$ cat src/rtl/axis_packet_tx.sv
// AXI-Stream packet transmitter: loads a whole multi-beat packet in parallel, then streams it beat by beat.
// Optional AXIS_TX_STATS_EN adds packet/beat handshake counters (pkt_count_o, beat_count_o).
package axis_packet_tx_pkg;
  localparam int AXIS_DATA_WIDTH = 32;
  localparam int ID_WIDTH        = 4;
  localparam int DEST_WIDTH      = 4;

  typedef struct packed {
    logic [AXIS_DATA_WIDTH-1:0] tdata;
    logic                       tlast;
    logic [ID_WIDTH-1:0]        tid;
    logic [DEST_WIDTH-1:0]      tdest;
  } axis_data_t;

  typedef struct packed {
    logic       tvalid;
    axis_data_t data;
  } axis_mosi_t;

  typedef struct packed {
    logic tready;
  } axis_miso_t;
endpackage

module axis_packet_tx
  import axis_packet_tx_pkg::*;
#(
  parameter int MAX_BEATS = 8,
  parameter int BEAT_W    = $clog2(MAX_BEATS)
) (
  input  logic                                 clk_i,
  input  logic                                 rst_i,
  input  logic                                 pkt_valid_i,
  output logic                                 pkt_ready_o,
  input  logic [MAX_BEATS*AXIS_DATA_WIDTH-1:0] pkt_data_i,
  input  logic [BEAT_W-1:0]                    pkt_len_i,
  input  logic [ID_WIDTH-1:0]                  pkt_id_i,
  input  logic [DEST_WIDTH-1:0]                pkt_dest_i,
  output axis_mosi_t                           out_mosi_o,
  input  axis_miso_t                           out_miso_i,
`ifdef AXIS_TX_STATS_EN
  output logic [15:0]                          pkt_count_o,
  output logic [31:0]                          beat_count_o,
`endif
  output logic                                 busy_o
);

  typedef enum logic {IDLE, SEND} state_t;

  state_t state_q, state_d;
  logic [MAX_BEATS-1:0][AXIS_DATA_WIDTH-1:0] pkt_beats, pay_q, pay_d;
  logic [BEAT_W-1:0] cnt_q, cnt_d, cnt_nxt, len_q, len_d, len_clamp;
  axis_mosi_t mosi_q, mosi_d;
  logic ready_q, busy_q, hs;

  assign pkt_beats = pkt_data_i;
  assign cnt_nxt   = cnt_q + 1'b1;
  assign hs        = mosi_q.tvalid & out_miso_i.tready;

  // Length field can only overflow the payload when MAX_BEATS is not a power of two.
  generate
    if ((1 << BEAT_W) > MAX_BEATS) begin : g_clamp
      localparam logic [BEAT_W-1:0] LAST_IDX = BEAT_W'(MAX_BEATS - 1);
      assign len_clamp = (pkt_len_i > LAST_IDX) ? LAST_IDX : pkt_len_i;
    end else begin : g_noclamp
      assign len_clamp = pkt_len_i;
    end
  endgenerate

  always_comb begin
    state_d = state_q;
    pay_d   = pay_q;
    len_d   = len_q;
    cnt_d   = cnt_q;
    mosi_d  = mosi_q;
    case (state_q)
      IDLE: begin
        if (pkt_valid_i) begin
          state_d           = SEND;
          pay_d             = pkt_beats;
          len_d             = len_clamp;
          cnt_d             = '0;
          mosi_d.tvalid     = 1'b1;
          mosi_d.data.tdata = pkt_beats[0];
          mosi_d.data.tlast = (len_clamp == '0);
          mosi_d.data.tid   = pkt_id_i;
          mosi_d.data.tdest = pkt_dest_i;
        end
      end
      SEND: begin
        // Next beat is staged into the output register on the handshake edge.
        if (out_miso_i.tready) begin
          if (cnt_q == len_q) begin
            state_d       = IDLE;
            mosi_d.tvalid = 1'b0;
          end else begin
            cnt_d             = cnt_nxt;
            mosi_d.data.tdata = pay_q[cnt_nxt];
            mosi_d.data.tlast = (cnt_nxt == len_q);
          end
        end
      end
      default: state_d = IDLE;
    endcase
  end

  always_ff @(posedge clk_i or posedge rst_i) begin
    if (rst_i) begin
      state_q <= IDLE;
      pay_q   <= '0;
      len_q   <= '0;
      cnt_q   <= '0;
      mosi_q  <= '0;
      ready_q <= 1'b1;
      busy_q  <= 1'b0;
    end else begin
      state_q <= state_d;
      pay_q   <= pay_d;
      len_q   <= len_d;
      cnt_q   <= cnt_d;
      mosi_q  <= mosi_d;
      ready_q <= (state_d == IDLE);
      busy_q  <= (state_d == SEND);
    end
  end

  assign out_mosi_o  = mosi_q;
  assign pkt_ready_o = ready_q;
  assign busy_o      = busy_q;

`ifdef AXIS_TX_STATS_EN
  logic [15:0] pkt_cnt_q;
  logic [31:0] beat_cnt_q;

  always_ff @(posedge clk_i or posedge rst_i) begin
    if (rst_i) begin
      pkt_cnt_q  <= '0;
      beat_cnt_q <= '0;
    end else if (hs) begin
      beat_cnt_q <= beat_cnt_q + 32'd1;
      if (mosi_q.data.tlast) pkt_cnt_q <= pkt_cnt_q + 16'd1;
    end
  end

  assign pkt_count_o  = pkt_cnt_q;
  assign beat_count_o = beat_cnt_q;
`else
  logic unused_hs;
  assign unused_hs = hs;
`endif

endmodule

$ cat config.mk
export PLATFORM = sky130hd
export DESIGN_NAME = axis_packet_tx
export DESIGN_NICKNAME = d
export VERILOG_FILES = /design/src/rtl/axis_packet_tx.sv
export SDC_FILE = /design/constraint.sdc
export NUM_CORES = 1
export LEC_CHECK = 0
export CAP_MARGIN = 20
export CORE_MARGIN = 5
export CORE_UTILIZATION = 25
export CTS_CLUSTER_DIAMETER = 100
export CTS_CLUSTER_SIZE = 24
export DETAILED_ROUTE_END_ITERATION = 8
export SYNTH_ARGS = -nofsm -noshare
export SYNTH_HDL_FRONTEND = slang
export SYNTH_SLANG_ARGS = --single-unit
$ cat constraint.sdc
create_clock -name clk_i -period 12.6 [get_ports clk_i]
set_input_delay 3.15 -clock clk_i [delete_from_list [all_inputs] [get_ports clk_i]]
set_output_delay 3.15 -clock clk_i [all_outputs]
set_load 0.005 [all_outputs]
==> flow_summary.json, run 1 <==
{
  "rsz0062_at_grt": "no",
  "via_per_inst": 4.45,
  "finalCritPeriodShare_pct": 47.6,
  "hp-class": "flip-flop to flip-flop",
  "vias": 10600,
  "place_ws_ps": 6030,
  "reg2reg_depth": 5,
  "clockBufferDepth": 3,
  "cts.sinks": 306,
  "fp-row-count": 85,
  "cts_resized": 0,
  "setup_violations": 0,
  "rr_startpoint": "busy_o",
  "synth.most_common_cell": "nand2_1",
  "clkPwrFrac_pct": 15.3,
  "p_sw_share_pct": 39.0,
  "ios": 315,
  "async_reset_ff_share_pct": 100,
  "hpwlAfterDp_um": 29400,
  "worst-setup-path-type": "primary input to flip-flop",
  "route.detailed.drc": 0,
  "cts_tree": "done",
  "die_area_um2": 59300,
  "coreArea_um2": 53900,
  "slew_headroom_pct": 26.8,
  "dp_cells": 2352,
  "r2r_end": "out_mosi_o[20]",
  "critPathLaunchType": "primary input",
  "whs_ps": 474,
  "fin_crit_ps": 6000,
  "drtIter0Drc": 697,
  "drtAntennaViolNets": 0,
  "synth-edff-count": 0,
  "ir_drop_uv": 134,
  "cap_violations": 0,
  "syn-cell-area_um2": 13600,
  "finalSetupTns_ps": 0,
  "pwr_density_cell_nw_per_um2": 240,
  "grt_use_total_pct": 13.9,
  "synth_commonest_cells": "nand2_1, dfrtp_1, mux4_2",
  "fmax_mhz": 167,
  "netlist_instances": 1425,
  "grt_pass1_wl_um": 66100,
  "clock_skew_ps": 27.3,
  "status": "finished, final reports clean",
  "synth_fp_nets": 1697,
  "p_int_uw": 2610,
  "maxSlewViolCount": 0,
  "die_height_um": 244,
  "p_comb_share_pct": 44.0,
  "grt_use_met2_pct": 22.0,
  "grt_max_degree": 196,
  "gp_congestion": 0.803,
  "synthFlopType": "dfrtp_1",
  "synth_area_per_cell_um2": 9.57,
  "insertion_delay_ps": 540,
  "grt_use_met1_pct": 20.2,
  "pwr-share-seq_pct": 40.6,
  "regToRegSetupSlack_ps": 8980,
  "h-tree-depth": 1,
  "endpoint_kind": "flip-flop",
  "net-switching-power_uw": 1670,
  "cts-root-buf": "clkbuf_16",
  "hold_viol_final": 0,
  "wire_per_inst_um": 17.8,
  "seq_area_frac_synth_pct": 56.1,
  "grt.overflow.total": 0,
  "crit_end": "out_mosi_o[13]",
  "synth_area_leaders": "dfrtp_1, nand2_1, mux4_2, a22oi_2, a21oi_1",
  "clkTransAtPathRegs_ps": 90,
  "totalWireLength_um": 42400,
  "critPathLaunch": "pkt_valid_i",
  "grtUsageMet3_pct": 2.44,
  "p_leak_uw": 0.00833,
  "worst_slew_pin_slew_ps": 1100,
  "die_w_um": 244,
  "port_buffers": 314,
  "grt-busiest-layer": "met2",
  "post_cts_buffers": 0,
  "required_ps": 13060,
  "synth_cell_type_count": 31,
  "grt_pass1_vias": 11300,
  "drive_above_1_share_pct": 8.03,
  "synth_seq_cells": 306,
  "start_util_pct": 25.3,
  "cp_max_fo": 195,
  "antenna_found_initial": 7,
  "synth_top_area_share_pct": 55.9,
  "cts_inserted_buffers": 18,
  "ys_warn_count": 0,
  "critPathArrivalTime_ps": 6450,
  "synth_top_area_cell": "dfrtp_1",
  "syn_to_final_growth_pct": 31.1,
  "worst_slack_ps": 6600,
  "firstDrtPassIters": 5,
  "hold_buffers": 0,
  "fin_cells": 2380,
  "fin_nets": 1948
}
==> power groups by stage <==
stage               Combinational [µW]  Sequential [µW]  Clock (µW)
floorplan                         1290             1650           0
global placement                  1880             1740           0
detailed placement                1910             1760           0
CTS                               1920             1750         687
global route                      2100             1800         718
finish                            1890             1740         658
==> per-layer routing <==
metal  routed length, µm  vias to the layer above
li1                    -                     5059
met4                 922                        4
met2               19400                      281
met5                  19                        -
met3                2420                       41
met1               19600                     5204
==> through the flow <==
stage / util, % / area [µm²] / power (µW)
2_1_floorplan: - / 13600 / 2940
3_3_place_gp: 32.1 / 17300 / 3620
3_5_place_dp: 32.1 / 17300 / 3680
4_1_cts: 33.2 / 17900 / 4360
5_1_grt: 33.2 / 17900 / 4620
6_report: 33.2 / 17900 / 4290
==> critical path, cell delays in order <==
cell             delay [ps]
clkdlybuf4s50_1         560
nor2b_4                 590
buf_12                  600
buf_4                   870
a22oi_1                 210
a21oi_1                 160
==> area by class of cell <==
type	instances	area [µm²]
fillers	5458	36000
flip-flops and latches	306	7660
multi-input cells	1024	5520
repair buffers	324	3240
well taps	696	871
clock buffers	19	475
clock inverters	6	90.1
inverters	2	15.0
diodes	3	7.51
==> cell usage in the layout, fill, tap and decap left out, types with 2 or more instances in the layout <==
cell type | Yosys | routed
a21oi_1 | 60 | 60
dfrtp_1 | 305 | 304
buf_4 | 6 | 8
clkbuf_16 | 0 | 19
a21o_1 | 2 | 2
nand2_1 | 808 | 808
a22oi_2 | 25 | 25
mux4_2 | 64 | 64
nor2_1 | 35 | 34
buf_12 | 5 | 2
a22oi_1 | 7 | 7
nand3_1 | 2 | 2
clkdlybuf4s50_1 | 0 | 314
a31oi_1 | 4 | 4
xor2_1 | 2 | 2
xnor2_1 | 3 | 3
diode_2 | 0 | 3
clkinvlp_4 | 0 | 2
==> sequential cells by signal, indices dropped and copies added, names as in the netlist <==
name	count
cnt_q	3
out_mosi_o	42
pay_q	256
busy_o	1
pkt_ready_o	1
len_q	3
==> how the worst min path moves through the flow <==
| stage | slack, ps | startpoint | endpoint | depth (start not counted) |
|---|---|---|---|---|
| 6_report | 470 | pay_q[151] | pay_q[151] | 2 |
| 5_1_grt | 500 | pay_q[202] | pay_q[202] | 2 |
| 4_1_cts | 480 | pay_q[225] | pay_q[225] | 2 |
| 3_5_place_dp | 460 | pay_q[142] | pay_q[142] | 2 |
| 3_3_place_gp | 450 | pay_q[17] | pay_q[17] | 2 |
| 2_1_floorplan | 440 | pay_q[100] | pay_q[100] | 2 |
==> logic make-up (layout without fill, tap and decap cells) <==
kind of cell | Yosys count | after routing | share of synthesized area, %
XOR/XNOR | 6 | 6 | 0.440
other | 0 | 3 | 0
AND/OR/NAND/NOR | 851 | 851 | 23.5
multiplexers | 65 | 65 | 10.6
adder cells (fa/ha/maj) | 1 | 1 | 0.0917
AO/OA/AOI/OAI | 101 | 101 | 5.40
buffers and inverters | 95 | 351 | 3.74
flip-flops | 306 | 306 | 56.1
(Power assumes the default switching activity.)
==> run 2: changes to the inputs <==
clock period = 5.2 ns   (was 12.6 ns; I/O delays follow)
==> run 2 against run 1 <==
Compared with the run above:
- via count increased by 0.66%
- wire length increased by 0.12%
- first-iteration DRC count decreased by 9.6%
- utilization increased by 0.27 points
- clock-buffer cell count increased by 4
- setup slack got worse by 4500 ps
- cell count increased by 0.63%
- design area increased by 0.83%
- sequential share of layout area decreased by 0.35 points
- critical path type is now flip-flop to output port
==> flow_summary.json, run 2 (synthesis gave the netlist of run 1 again) <==
{
  "power.total_uw": 10400,
  "drtIter0Drc": 630,
  "cap_violations": 0,
  "hold_buffers": 0,
  "ios": 315,
  "grt_pass1_vias": 11200,
  "finalCritPeriodShare_pct": 60.2,
  "fillerInstances": 5507,
  "p_leak_uw": 0.00841,
  "status": "finished, final reports clean",
  "gp_congestion": 0.790,
  "critPathArrivalTime_ps": 1830,
  "hold_viol_final": 0,
  "reg2reg_depth": 6,
  "drtAntennaViolNets": 0,
  "antenna_found_initial": 7,
  "die_w_um": 244,
  "worst_slew_pin_slew_ps": 1050,
  "cp_max_fo": 12,
  "slew_headroom_pct": 29.6,
  "cpMaxStageDelayCell": "dfrtp_1",
  "cts-root-buf": "clkbuf_16",
  "crit_family": "flip-flops",
  "firstDrtPassIters": 5,
  "vias": 10700,
  "endpoint_kind": "output port",
  "hp-class": "flip-flop to flip-flop",
  "maxSlewViolCount": 0,
  "totalWireLength_um": 42500,
  "start_util_pct": 25.3,
  "post_cts_buffers": 0,
  "hpwlAfterDp_um": 30000,
  "cts_resized": 0,
  "pwr_density_cell_nw_per_um2": 575,
  "clockBufferDepth": 3,
  "die_area_um2": 59300,
  "rsz0062_at_grt": "no",
  "clock_skew_ps": 14.9,
  "mostFrequentLayoutCell": "nand2_1",
  "port_buffers": 314,
  "h-tree-depth": 1,
  "route.detailed.drc": 0,
  "cts.sinks": 306,
  "ir_drop_uv": 411,
  "wire_per_inst_um": 17.7,
  "fin_crit_ps": 3130,
  "fin_nets": 1960,
  "path_depth": 1,
  "layout_common_cells": "nand2_1, clkdlybuf4s50_1, dfrtp_1",
  "fp-row-count": 85,
  "hold_path_depth": 2,
  "die_height_um": 244,
  "critPathLaunchType": "flip-flop",
  "cts_inserted_buffers": 18,
  "grt_max_degree": 190,
  "rr_startpoint": "cnt_q[0]",
  "required_ps": 3900,
  "regToRegSetupSlack_ps": 2230,
  "syn_to_final_growth_pct": 32.2,
  "via_per_inst": 4.45,
  "fmax_mhz": 320,
  "crit_path_max_incr_delay_ps": 690,
  "crit_end": "busy_o",
  "grt_use_total_pct": 14.0,
  "drive_above_1_share_pct": 8.72,
  "r2r_end": "out_mosi_o[37]",
  "critPathLaunch": "busy_o",
  "clkTransAtPathRegs_ps": 90,
  "post-route-util_pct": 33.4,
  "largest_reg_flops": 256,
  "worst-setup-path-type": "flip-flop to output port",
  "insertion_delay_ps": 530,
  "top_register": "pay_q",
  "grt_pass1_wl_um": 66300,
  "setup_violations": 0,
  "crit_chain": "clkdlybuf4s50_1",
  "hp-start": "pay_q[151]",
  "cts_tree": "done",
  "coreArea_um2": 53900,
  "cp_num_buf_inv": 1,
  "finalSetupTns_ps": 0,
  "grt.overflow.total": 0
}
run 2: changes by cell type in the layout (fill, tap and decap cells not counted), moves of 2 or more:
| cell | change |
|---|---|
| clkbuf_1 | +3 |
| buf_4 | +7 |
| buf_12 | +5 |
| clkinv_8 | +2 |
run 2: how the worst min path moves through the flow:
stage | slack [ps] | end
global placement | 450 | pay_q[109]
CTS | 480 | pay_q[68]
floorplan | 440 | pay_q[100]
detailed placement | 460 | pay_q[68]
finish | 480 | pay_q[151]
global route | 490 | pay_q[82]
run 2: cell type report:
cell class,count,area [µm²],share of cell area [%]
Timing Repair Buffer,336,3400,18.8
Tap cell,696,871,4.83
Sequential cell,306,7660,42.5
Multi-Input combinational cell,1024,5520,30.6
Antenna cell,2,5.00,0.0278
Inverter,2,11.3,0.0624
Clock buffer,23,500,2.78
Clock inverter,6,66.3,0.368
run 2: metal layers:
| layer | wire length, µm | share of wire, % | GRT usage, % |
|---|---|---|---|
| met1 | 19600 | 46 | 20.1 |
| met2 | 19500 | 46 | 22.2 |
| met3 | 2310 | 5.4 | 2.76 |
| met4 | 971 | 2.3 | 3.07 |
| met5 | 57 | 0.13 | 0 |
run 2: per-stage QoR:
step | setup slack [ps] | hold WS (ps) | cell area (µm²) | std cells
after floorplan | -170 | 440 | 13600 | 1425
after global placement | 1780 | 452 | 17500 | 2364
after detailed placement | 1750 | 457 | 17500 | 2364
after CTS | 2010 | 478 | 18000 | 2393
after global routing | 1990 | 490 | 18000 | 2394
final | 2070 | 478 | 18000 | 2395
run 2: where the power goes:
part	switching, µW	internal (µW)	total (µW)	leakage, µW
logic	2470	2100	4580	0.00437
clock network	852	706	1560	0.000277
registers	707	3520	4230	0.00377
total	4030	6330	10400	0.00841
==> run 3: changes to the inputs <==
clock period = 2.95 ns   (was 5.2 ns; I/O delays follow)
==> run 3 against run 2 <==
Compared with the run above:
- combinational power rose by 86%
- design area increased by 1.1%
- first-iteration DRC count up 13%
- flip-flop and latch count unchanged
- sequential share of layout area down 0.45 points
- setup slack worse by 1700 ps
- non-clock buffer count up 18
- die area unchanged
- clock skew increased by 3.6 ps
- clock power grew 63%
- total power rose by 77%
- sequential power is 73% higher
- critical path type unchanged
==> flow_summary.json, run 3 (synthesis gave the netlist of run 1 again) <==
{
  "critPathLaunchType": "flip-flop",
  "pwr_density_cell_nw_per_um2": 1010,
  "grt_use_total_pct": 14.1,
  "insertion_delay_ps": 520,
  "totalWireLength_um": 42800,
  "crit_family": "flip-flops",
  "clock_skew_ps": 18.5,
  "critPathArrivalTime_ps": 1800,
  "setup_violations": 0,
  "finalCritPeriodShare_pct": 86.1,
  "layout_common_cells": "nand2_1, clkdlybuf4s50_1, dfrtp_1",
  "largest_reg_flops": 256,
  "hp-class": "flip-flop to flip-flop",
  "cpMaxStageDelayCell": "dfrtp_1",
  "endpoint_kind": "output port",
  "cts_inserted_buffers": 17,
  "drtIter0Drc": 712,
  "clkTransAtPathRegs_ps": 100,
  "grt_pass1_wl_um": 66300,
  "ios": 315,
  "dpl-instance-area_um2": 17700,
  "syn_to_final_growth_pct": 33.6,
  "die_height_um": 244,
  "fp-row-count": 85,
  "dp_cells": 2382,
  "p_leak_uw": 0.00850,
  "cts.sinks": 306,
  "hpwlAfterDp_um": 31100,
  "slew_headroom_pct": 36.8,
  "vias": 10700,
  "fin_area_um2": 18200,
  "port_buffers": 314,
  "via_per_inst": 4.42,
  "cp_max_fo": 12,
  "die_w_um": 244,
  "fin_crit_ps": 2540,
  "hold_viol_final": 0,
  "coreArea_um2": 53900,
  "cts_resized": 0,
  "top_register": "pay_q",
  "h-tree-depth": 1,
  "die_area_um2": 59300,
  "route.detailed.drc": 0,
  "fin_nets": 1977,
  "ir_drop_uv": 417,
  "cts_tree": "done",
  "grt.overflow.total": 0,
  "gp_congestion": 0.816,
  "antenna_found_initial": 7,
  "worst-setup-path-type": "flip-flop to output port",
  "cts-root-buf": "clkbuf_16",
  "fin_cells": 2410,
  "grt_pass1_vias": 11200,
  "worst_slew_pin_slew_ps": 948,
  "maxSlewViolCount": 0,
  "crit_path_max_incr_delay_ps": 650,
  "post_cts_buffers": 0,
  "start_util_pct": 25.3,
  "cp_num_buf_inv": 1,
  "drtAntennaViolNets": 0,
  "fmax_mhz": 394,
  "firstDrtPassIters": 5,
  "mostFrequentLayoutCell": "nand2_1",
  "cap_violations": 0,
  "hold_buffers": 0,
  "required_ps": 2210,
  "wire_per_inst_um": 17.7,
  "status": "finished, final reports clean",
  "clockBufferDepth": 3,
  "grt_max_degree": 190,
  "drive_above_1_share_pct": 9.41,
  "whs_ps": 476,
  "crit_chain": "clkdlybuf4s50_1",
  "post-route-util_pct": 33.8,
  "rsz0062_at_grt": "no"
}
## run 3: final cells by class
type | instances | area [µm²]
antenna | 3 | 7.51
clock buffer | 21 | 440
clock inverter | 4 | 42.5
fill | 5467 | 35700
inverter | 2 | 11.3
multi-input combinational | 1024 | 5520
sequential | 306 | 7660
tap | 696 | 871
timing repair buffer | 354 | 3670
## run 3: where the power goes
group          total (µW)  switching (µW)  internal, µW
registers            7330            1110          6210
logic                8530            4580          3950
clock network        2550            1460          1090
## run 3: metrics by stage
| step | setup slack (ps) | power, µW | TNS [ps] |
|---|---|---|---|
| after floorplan | -1860 | 12600 | -567350 |
| after global placement | 445 | 15800 | 0 |
| after detailed placement | 445 | 16100 | 0 |
| after CTS | 353 | 18700 | 0 |
| after global routing | 309 | 19800 | 0 |
| final | 410 | 18400 | 0 |
## run 3: worst paths after layout
path	from	endpoint	slack, ps	depth (start not counted)
worst max-delay path	busy_o	busy_o	410	1
worst min-delay path	pay_q[151]	pay_q[151]	480	2
worst max register to register	cnt_q[0]	out_mosi_o[31]	810	5
worst min register to register	pay_q[151]	pay_q[151]	480	2
max in group asynchronous	rst_i	pay_q[183]	1620	4
min in group asynchronous	rst_i	pay_q[55]	560	2
## run 3: metal layers
metal | share of wire (%) | up-vias | routed length (µm) | global-route usage, %
met5 | 0.089 | - | 38 | 0
met3 | 5.2 | 47 | 2210 | 2.93
met1 | 47 | 5231 | 20000 | 20.3
li1 | - | 5124 | - | -
met2 | 46 | 245 | 19500 | 22.0
met4 | 2.3 | 6 | 984 | 2.92
